## config.mk

```make
export PLATFORM = sky130hd
export DESIGN_NAME = sd_ckgen
export DESIGN_NICKNAME = d
export VERILOG_FILES = /design/src/rtl/sd_ckgen_pkg.sv /design/src/rtl/sd_ckgen_halfcnt.sv /design/src/rtl/sd_ckgen.sv
export SDC_FILE = /design/constraint.sdc
export NUM_CORES = 1
export LEC_CHECK = 0
export CORE_MARGIN = 3
export CORE_UTILIZATION = 55
export CTS_CLUSTER_DIAMETER = 50
export DETAILED_ROUTE_END_ITERATION = 7
export PLACE_DENSITY_LB_ADDON = 0.05
export SYNTH_ARGS = -nofsm -noshare
export SYNTH_HDL_FRONTEND = slang
export SYNTH_HIERARCHICAL = 1
export SYNTH_SLANG_ARGS = --single-unit
```

## constraint.sdc

```tcl
create_clock -name i_clk -period 3.89 [get_ports i_clk]
set_input_delay 0.9725 -clock i_clk [delete_from_list [all_inputs] [get_ports i_clk]]
set_output_delay 0.9725 -clock i_clk [all_outputs]
set_load 0.01 [all_outputs]
```

## src/rtl/sd_ckgen_pkg.sv

```systemverilog
// Shared constants and state encoding for the SD-card clock generator.
package sd_ckgen_pkg;

  localparam logic [7:0] CKW_SPD0       = 8'h33;
  localparam logic [7:0] CKW_SPD0_90    = 8'h66;
  localparam logic [7:0] CKW_SPD1       = 8'h0f;
  localparam logic [7:0] CKW_SPD1_90    = 8'h3c;
  localparam logic [7:0] CKW_HI         = 8'hff;
  localparam logic [7:0] CKW_LO         = 8'h00;
  localparam logic [7:0] CKW_SPD2_90_HI = 8'hf0;

  typedef enum logic [1:0] {
    IDLE     = 2'd0,
    RUN_HI   = 2'd1,
    RUN_LO   = 2'd2,
    STOPPING = 2'd3
  } ck_state_t;

endpackage

```

## src/rtl/sd_ckgen_halfcnt.sv

```systemverilog
// Half-period down-counter: loads on request, otherwise counts down and holds at zero.
module ckgen_halfcnt (
  input  logic       clk,
  input  logic       rst,
  input  logic       load,
  input  logic [7:0] load_val,
  output logic       zero
);

  logic [7:0] count;

  always_ff @(posedge clk or posedge rst) begin
    if (rst)
      count <= 8'd0;
    else if (load)
      count <= load_val;
    else if (count != 8'd0)
      count <= count - 8'd1;
  end

  assign zero = (count == 8'd0);

endmodule

```

## src/rtl/sd_ckgen.sv

```systemverilog
// Programmable SD card clock generator: legalises the requested divider/phase and
// sequences card-clock samples plus rising/falling edge strobes from the system clock.
module sd_ckgen
  import sd_ckgen_pkg::*;
#(
  parameter bit OPT_SERDES = 1'b0,
  parameter bit OPT_DDR    = 1'b0
) (
  input  logic       i_clk,
  input  logic       i_reset,
  input  logic       i_en,
  input  logic [7:0] i_ckspd,
  input  logic       i_clk90,
  output logic       o_ckstb,
  output logic       o_hlfck,
  output logic [7:0] o_ckwide,
  output logic [7:0] o_ckspd,
  output logic       o_clk90
);

  ck_state_t  state;
  logic [7:0] spd_l, use_spd, cnt_val, rise_wide, fall_wide;
  logic       c90_l, use_c90, load_cfg, cnt_load, cnt_zero;
  logic       hi_done, lo_done, rise_now, fall_now, rise_both;

  always_comb begin
    spd_l = i_ckspd;
    if (i_ckspd == 8'd0 && !OPT_SERDES)
      spd_l = OPT_DDR ? 8'd1 : 8'd2;
    else if (i_ckspd == 8'd1 && !OPT_SERDES && !OPT_DDR)
      spd_l = 8'd2;
    c90_l = i_clk90;
    if ((spd_l <= 8'd1 && !OPT_SERDES) || (spd_l == 8'd2 && !OPT_SERDES && !OPT_DDR) ||
        spd_l >= 8'd3)
      c90_l = 1'b0;
  end

  // Next-cycle decisions in a falling-edge cycle already see the freshly loaded config.
  assign load_cfg = o_ckstb || (state == IDLE);
  assign use_spd  = load_cfg ? spd_l : o_ckspd;
  assign use_c90  = load_cfg ? c90_l : o_clk90;

  assign hi_done  = (o_ckspd <= 8'd2) || cnt_zero;
  assign lo_done  = (use_spd <= 8'd2) || (!o_ckstb && cnt_zero);
  assign fall_now = (state == RUN_HI || state == STOPPING) && hi_done;
  assign rise_now = i_en && (state == IDLE || (state == RUN_LO && lo_done));

  always_comb begin
    rise_both = (use_spd <= 8'd1);
    rise_wide = CKW_HI;
    if (use_spd == 8'd0)
      rise_wide = use_c90 ? CKW_SPD0_90 : CKW_SPD0;
    else if (use_spd == 8'd1)
      rise_wide = use_c90 ? CKW_SPD1_90 : CKW_SPD1;
    else if (use_spd == 8'd2 && use_c90)
      rise_wide = CKW_SPD2_90_HI;
    fall_wide = (state == RUN_HI && i_en && o_ckspd == 8'd2 && o_clk90) ? CKW_SPD1 : CKW_LO;
  end

  // The falling-edge cycle reloads one short so a new speed governs the whole low half.
  always_comb begin
    cnt_load = 1'b0;
    cnt_val  = 8'd0;
    if (rise_now && use_spd >= 8'd3) begin
      cnt_load = 1'b1;
      cnt_val  = use_spd - 8'd2;
    end else if (fall_now && o_ckspd >= 8'd3) begin
      cnt_load = 1'b1;
      cnt_val  = o_ckspd - 8'd2;
    end else if (state == RUN_LO && o_ckstb && i_en && use_spd >= 8'd3) begin
      cnt_load = 1'b1;
      cnt_val  = use_spd - 8'd3;
    end
  end

  ckgen_halfcnt u_halfcnt (
    .clk      (i_clk),
    .rst      (i_reset),
    .load     (cnt_load),
    .load_val (cnt_val),
    .zero     (cnt_zero)
  );

  always_ff @(posedge i_clk or posedge i_reset) begin
    if (i_reset) begin
      state    <= IDLE;
      o_ckstb  <= 1'b0;
      o_hlfck  <= 1'b0;
      o_ckwide <= CKW_LO;
      o_ckspd  <= 8'hff;
      o_clk90  <= 1'b0;
    end else begin
      if (load_cfg) begin
        o_ckspd <= spd_l;
        o_clk90 <= c90_l;
      end
      o_ckstb  <= 1'b0;
      o_hlfck  <= 1'b0;
      o_ckwide <= CKW_LO;
      if (rise_now) begin
        state    <= rise_both ? RUN_LO : RUN_HI;
        o_hlfck  <= 1'b1;
        o_ckstb  <= rise_both;
        o_ckwide <= rise_wide;
      end else begin
        case (state)
          IDLE: state <= IDLE;
          RUN_HI, STOPPING: begin
            if (hi_done) begin
              state    <= RUN_LO;
              o_ckstb  <= 1'b1;
              o_ckwide <= fall_wide;
            end else begin
              o_ckwide <= CKW_HI;
              if (!i_en) state <= STOPPING;
            end
          end
          RUN_LO: if (!i_en) state <= IDLE;
          default: state <= IDLE;
        endcase
      end
    end
  end

endmodule

```

==> key figures, run 1 <==
GRT
  • Antenna violations before repair: 0
  • Vias in the first global route: 2,076
  • Grt ovf: 0
  • Largest net degree at the start of global routing: 22
  • GRT Overall Usage: 0.251
  • First-pass GRT wire length: 9790 µm

Detailed routing
  • Vias per Instance: 6.00
  • Vias post-DR: 2,147
  • DRT antenna net count: 0
  • Starting DRC count in detailed routing: 181
  • Drt pass-1 iters: 5
  • Drt wl/cell: 15.7 µm
  • # DRC: 0
  • Total Wirelength: 5640 µm

Place
  • GP Congestion: 0.940
  • Input/output buffers: 29
  • Place WS: 0.111 ns
  • Dpl hpwl: 4380 µm

STA
  • Final worst-path cycle share: 0.903
  • Worst Max-Slew Pin Slew: 1.11 ns
  • Fin crit period: 3.51 ns
  • Final Skew: 0.00620 ns
  • RSZ-0062 raised after global routing: no
  • Fmax: 285 MHz
  • Slew Viols, Final: 0
  • Fin worst setup slack: 0.377 ns
  • Setup TNS Final: 0 ns
  • Final hold viol count: 0
  • Max_slew headroom: 0.256
  • Final setup fails: 0

Logic synthesis
  • Post-synthesis sequential area ratio: 0.336
  • Mapped Area: 2190 µm²
  • Yosys cell types: 60
  • Syn avg cell area: 8.14 µm²
  • Most used flip-flop cell after synthesis: dfrtp_1
  • Mux contribution to synthesized area: 0.0274
  • Post-synth EDFFs: 0
  • Post-Syn Nets: 290
  • Ys async rst share: 1.00
  • Cell taking the most area after synthesis: dfrtp_1
  • Area share of fa/ha/maj cells after synthesis: 0.0514
  • Mapped Cells: 269
  • Yosys warnings: 6
  • Post-Synth Simple-Gate Area: 0.239
  • XOR/XNOR Fraction of Synth Area: 0.0560
  • Synth top area share: 0.240
  • Synth area leaders: dfrtp_1 24%, dfstp_2 9.6%, ha_1 5.1%, nor3_1 5.0%, nand2_1 4.8%
  • Compound-Gate Fraction of Synth Area: 0.231
  • Synthesized flop and latch total: 29
  • Largest family of logic cells by synthesized area: simple AND/OR/NAND/NOR gates

Floorplan
  • # rows: 22
  • Starting density of the core: 0.585
  • Die Area: 4770 µm²
  • Die Wd: 69.1 µm
  • Top Ports: 31
  • Core region area: 3740 µm²
  • Die Y: 69.1 µm

Clock tree
  • CTS H-Tree Depth: 2
  • Clock latency on the worst-skew pair: 0.28 ns
  • Post_cts resized: 0
  • Setup bufs post-CTS: 0
  • CTS tree: done
  • Clk slew on worst S/H paths: 0.07 ns
  • Clock sink total: 29
  • Hold_buf cts: 0
  • Clock Tree Root: clkbuf_8
  • TritonCTS Buffers: 5
  • CTS max path bufs: 2

Critical path
  • CP endpoint kind: register
  • R2r setup slk: 0.56 ns
  • Worst setup SP type: input pin
  • Worst path arrival time: 3.68 ns
  • Worst-path fanout max: 5
  • Critical Path RT: 4.06 ns
  • Crit path kind: input pin to register

Layout
  • Diode count: 0
  • Area Growth Syn to Fin: 22.2%
  • Share of post-route cells with drive strength above 1: 0.126
  • Fin nets: 330

Pwr
  • Clk pwr share: 0.106
  • Sw Share: 0.452
  • Combinational Power Share: 0.614
  • Switching power: 1.02 mW
  • VDD IR max: 0.000515 V
  • Pint: 1.24 mW
  • Leakage: 1.13 nW
  • Pwr dens: 843 nW/µm²
  • Reg power frac: 0.280

Run status
  • Status: finished clean

Flow run
  • Max cap viols: 0

Hold path
  • Worst hold path class: register to register
area by class of cell:
type                            instances  area [µm²]
Clock buffer                            6        72.6
Clock inverter                          2        10.0
Fill cell                             329        1070
Inverter                               22        85.1
Multi-Input combinational cell        209        1320
Sequential cell                        29         736
Tap cell                               48        60.1
Timing Repair Buffer                   42         388
critical path, stage by stage:
cell and delay [ns]:
clkdlybuf4s50_1 0.45, or3_1 0.43, nor3_1 0.19, o21a_1 0.21
inv_1 0.06, ha_1 0.23, a21oi_1 0.21, a211o_1 0.22
o21ai_0 0.11, o22a_1 0.23, a221o_1 0.35
per-stage QoR:
step | total power [mW] | std cells | util | hold WS, ns | instance area, µm²
after floorplan | 1.51 | 269 | - | 0.505 | 2190
after global placement | 1.97 | 350 | 0.693 | 0.517 | 2590
after detailed placement | 2.01 | 350 | 0.693 | 0.519 | 2590
after CTS | 2.25 | 358 | 0.715 | 0.529 | 2680
after global routing | 2.44 | 358 | 0.715 | 0.547 | 2680
final | 2.26 | 358 | 0.715 | 0.523 | 2680
synthesized netlist by cell type, drive strengths merged, types with 6 or more instances:
master / number
a21oi: 18
or3: 7
mux2i: 6
o21ai: 19
inv: 22
nor3: 22
nand2: 28
xnor2: 9
ha: 9
nor2: 25
dfrtp: 21
nand3: 6
dfstp: 8
cells in the final DEF, fill, tap and decap left out, types with 3 or more instances in the layout:
cell,instances
clkdlybuf4s50_1,29
nor3_1,22
o31ai_1,3
ha_1,9
dfstp_2,8
dfrtp_1,21
a21o_1,3
xor2_1,5
mux2i_1,6
a31oi_1,5
clkbuf_8,5
o22ai_1,3
nand2_1,28
xnor2_1,9
inv_1,21
nor2_1,24
nand3_1,6
buf_4,13
and3_1,3
or3_1,7
o21ai_0,16
a21oi_1,17
per-layer routing:
layer | part of all wire | up-vias | track usage
met5 | 0 | - | 0
met4 | 0.020 | 0 | 0.0933
met3 | 0.072 | 13 | 0.0627
met2 | 0.47 | 87 | 0.389
met1 | 0.44 | 995 | 0.338
li1 | - | 1052 | -
power groups by stage:
stage	clock network, mW	logic (mW)	registers (mW)
2_1_floorplan	0	0.881	0.626
3_3_place_gp	0	1.35	0.626
3_5_place_dp	0	1.38	0.630
4_1_cts	0.243	1.38	0.630
5_1_grt	0.260	1.53	0.657
6_report	0.239	1.38	0.632
sequential cells by signal, summed over array words and instances (netlist names):
| register | cells |
|---|---|
| o_hlfck | 1 |
| o_ckwide | 8 |
| o_ckspd | 8 |
| o_clk90 | 1 |
| u_halfcnt/count | 8 |
| o_ckstb | 1 |
| state | 2 |
worst paths after layout:
path,start,to,cells past startpoint
max reg2reg,state[0],u_halfcnt/count[7],12
max,i_ckspd[6],u_halfcnt/count[7],11
max in group asynchronous,i_reset,o_ckwide[0],2
min reg2reg,o_ckspd[7],o_ckspd[7],2
min in group asynchronous,i_reset,u_halfcnt/count[2],2
min,o_ckspd[7],o_ckspd[7],2
logic make-up after synthesis:
group	after synthesis
buf+inv	31
simple gates	105
fa+ha+maj	9
mux	6
xor+xnor	14
flops	29
compound gates	75
Note: power is estimated with default switching activity, not from simulation.
==> inputs of run 2 (changes only) <==
--- a/config.mk
+++ b/config.mk
@@ -10,6 +10,7 @@
 export CTS_CLUSTER_DIAMETER = 50
 export DETAILED_ROUTE_END_ITERATION = 7
 export PLACE_DENSITY_LB_ADDON = 0.05
+export SLEW_MARGIN = 20
 export SYNTH_ARGS = -nofsm -noshare
 export SYNTH_HDL_FRONTEND = slang
 export SYNTH_HIERARCHICAL = 1
==> results of run 2 <==
Same layout as run 1: the final DEF is identical, and so are final timing and power.
==> inputs of run 3 (changes only) <==
--- a/config.mk
+++ b/config.mk
@@ -5,6 +5,7 @@
 export SDC_FILE = /design/constraint.sdc
 export NUM_CORES = 1
 export LEC_CHECK = 0
+export CORE_ASPECT_RATIO = 0.6
 export CORE_MARGIN = 3
 export CORE_UTILIZATION = 55
 export CTS_CLUSTER_DIAMETER = 50
==> run 3 against run 2 <==
Compared with the run above: maximum frequency is 3.4% lower; cell area grew 1.5%; die area grew 0.52%; register-to-register slack barely moved; clock skew increased by 0.0023 ns; sequential power increased by 2%; total power rose by 4.0%; sequential share of layout area down 0.41 points; setup slack lost 0.12 ns; clock power rose by 6%; clock-buffer cell count rose by 2; final cell count grew 0.84%.
==> key figures, run 3 (synthesized netlist as in run 1, its figures left out) <==
Critical path
  • Crit path kind: input pin to register (unchanged)
  • Critical Path RT: 4.04 ns (was 4.06 ns)
  • Worst path arrival time: 3.79 ns (was 3.68 ns)
  • Worst setup SP type: input pin (unchanged)
  • Slowest cell delay on critical path: 0.49 ns (was 0.45 ns)
  • CP endpoint kind: register (unchanged)
  • CP max-delay cell: clkdlybuf4s50_1 (unchanged)
  • Cell Chain, Critical Path: clkdlybuf4s50_1, nor3_1, a21oi_1, a21o_1, inv_1, ha_1, nand2_1, a311oi_1, nor2_1, nand2_1, a21oi_1, o22a_1, a221o_1 (was clkdlybuf4s50_1, or3_1, nor3_1, o21a_1, inv_1, ha_1, a21oi_1, a211o_1, o21ai_0, o22a_1, a221o_1)
  • Worst-path fanout max: 4 (was 5)

Floorplan
  • Die Area: 4800 µm² (was 4770 µm²)
  • Starting density of the core: 0.585 (unchanged)
  • Top Ports: 31 (unchanged)
  • Die Y: 54.9 µm (was 69.1 µm)
  • # rows: 17 (was 22)
  • Die Wd: 87.5 µm (was 69.1 µm)
  • Core region area: 3740 µm² (unchanged)

Pwr
  • Clk pwr share: 0.108 (was 0.106)
  • Combinational Power Share: 0.617 (was 0.614)
  • Switching power: 1.08 mW (was 1.02 mW)
  • Sw Share: 0.458 (was 0.452)
  • Pint: 1.27 mW (was 1.24 mW)
  • Reg power frac: 0.275 (was 0.280)
  • Leakage: 1.16 nW (was 1.13 nW)
  • VDD IR max: 0.000494 V (was 0.000515 V)
  • Pwr dens: 864 nW/µm² (was 843 nW/µm²)

Clock tree
  • Clock sink total: 29 (unchanged)
  • Setup bufs post-CTS: 0 (unchanged)
  • Hold_buf cts: 0 (unchanged)
  • Clock Tree Root: clkbuf_8 (unchanged)
  • CTS H-Tree Depth: 2 (unchanged)
  • CTS tree: done (unchanged)
  • TritonCTS Buffers: 5 (unchanged)
  • Post_cts resized: 0 (unchanged)
  • CTS max path bufs: 2 (unchanged)
  • Clock latency on the worst-skew pair: 0.28 ns (about the same)
  • Clk slew on worst S/H paths: 0.05 ns (was 0.07 ns)

Layout
  • FILL cells: 298 (was 329)
  • Commonest non-fill, non-tap cells in the layout: 29 x clkdlybuf4s50_1, 28 x nand2_1, 24 x nor2_1 (unchanged)
  • Largest registers: o_ckspd: 8 flops, o_ckwide: 8 flops, u_halfcnt/count: 8 flops (unchanged)
  • Area Growth Syn to Fin: 24.0% (was 22.2%)
  • Share of post-route cells with drive strength above 1: 0.137 (was 0.126)
  • Diode count: 0 (unchanged)
  • Fin nets: 334 (was 330)
  • Most common library cell in the layout ignoring fill and taps: clkdlybuf4s50_1 (unchanged)
  • Final non-filler cell total: 361 (was 358)

GRT
  • Vias in the first global route: 1,889 (was 2,076)
  • Grt ovf: 0 (unchanged)
  • First-pass GRT wire length: 10,100 µm (was 9790 µm)
  • Antenna violations before repair: 0 (unchanged)
  • GRT Overall Usage: 0.290 (was 0.251)
  • Largest net degree at the start of global routing: 22 (unchanged)

Detailed routing
  • # DRC: 0 (unchanged)
  • Vias per Instance: 6.36 (was 6.00)
  • Starting DRC count in detailed routing: 269 (was 181)
  • Vias post-DR: 2,297 (was 2,147)
  • Total Wirelength: 6530 µm (was 5640 µm)
  • DRT antenna net count: 0 (unchanged)
  • Drt pass-1 iters: 5 (unchanged)
  • Drt wl/cell: 18.1 µm (was 15.7 µm)

Place
  • Input/output buffers: 29 (unchanged)
  • Placed instance count: 353 (was 350)
  • Dpl hpwl: 5130 µm (was 4380 µm)
  • GP Congestion: 0.975 (was 0.940)

STA
  • Fmax: 275 MHz (was 285 MHz)
  • RSZ-0062 raised after global routing: no (unchanged)
  • Final setup fails: 0 (unchanged)
  • Slew Viols, Final: 0 (unchanged)
  • Worst Hold Margin: 0.541 ns (was 0.523 ns)
  • Setup TNS Final: 0 ns (unchanged)
  • Final worst-path cycle share: 0.935 (was 0.903)
  • Final Skew: 0.00855 ns (was 0.00620 ns)
  • Max_slew headroom: 0.493 (was 0.256)
  • Fin crit period: 3.64 ns (was 3.51 ns)
  • Final hold viol count: 0 (unchanged)
  • Worst Max-Slew Pin Slew: 0.759 ns (was 1.11 ns)

Hold path
  • Worst hold path class: register to register (unchanged)

Run status
  • Status: finished clean (unchanged)

Flow run
  • Max cap viols: 0 (unchanged)
run 3: through the flow:
step | total power [mW] | setup WS, ns | instance area (µm²) | util
after floorplan | 1.51 | 0.433 | 2190 | -
after global placement | 2.02 | 0.0245 | 2620 | 0.700
after detailed placement | 2.04 | 0.0570 | 2620 | 0.700
after CTS | 2.31 | 0.326 | 2710 | 0.724
after global routing | 2.51 | 0.0222 | 2720 | 0.725
final | 2.35 | 0.254 | 2720 | 0.725
run 3: layer usage:
| layer | vias to the layer above | share of wire | global-route usage |
|---|---|---|---|
| met4 | 0 | 0.0063 | 0.0587 |
| met5 | - | 0 | 0 |
| met3 | 9 | 0.10 | 0.0632 |
| li1 | 1060 | - | - |
| met1 | 1084 | 0.53 | 0.494 |
| met2 | 144 | 0.36 | 0.343 |
run 3: critical path: cells and delay by family:
family / cells / cell delay, ns
fa+ha+maj: 1 / 0.20
compound gates: 6 / 1.35
buf+inv: 2 / 0.60
simple gates: 4 / 0.65
run 3: final cells by class:
type	instances	area, µm²	area share
multi-input combinational	209	1330	0.489
sequential	29	736	0.271
timing repair buffer	46	418	0.154
clock buffer	8	90.1	0.0332
inverter	22	85.1	0.0313
tap	47	58.8	0.0217
run 3: power groups by stage:
stage	Combinational (mW)	Clock [mW]	Sequential, mW
floorplan	0.881	0	0.626
global placement	1.39	0	0.634
detailed placement	1.40	0	0.639
CTS	1.41	0.260	0.636
global route	1.57	0.279	0.662
finish	1.45	0.254	0.645
run 3: path summary, 6_finish.rpt:
| kind | start | endpoint | slack, ns | depth (start not counted) |
|---|---|---|---|---|
| hold reg to reg | o_ckspd[7] | o_ckspd[7] | 0.54 | 2 |
| hold / removal | o_ckspd[7] | o_ckspd[7] | 0.54 | 2 |
| min in group asynchronous | i_reset | u_halfcnt/count[4] | 0.98 | 2 |
| max in group asynchronous | i_reset | o_ckwide[2] | 2.26 | 2 |
| setup / recovery | i_ckspd[2] | u_halfcnt/count[7] | 0.25 | 13 |
| setup reg to reg | u_halfcnt/count[0] | u_halfcnt/count[7] | 0.56 | 12 |
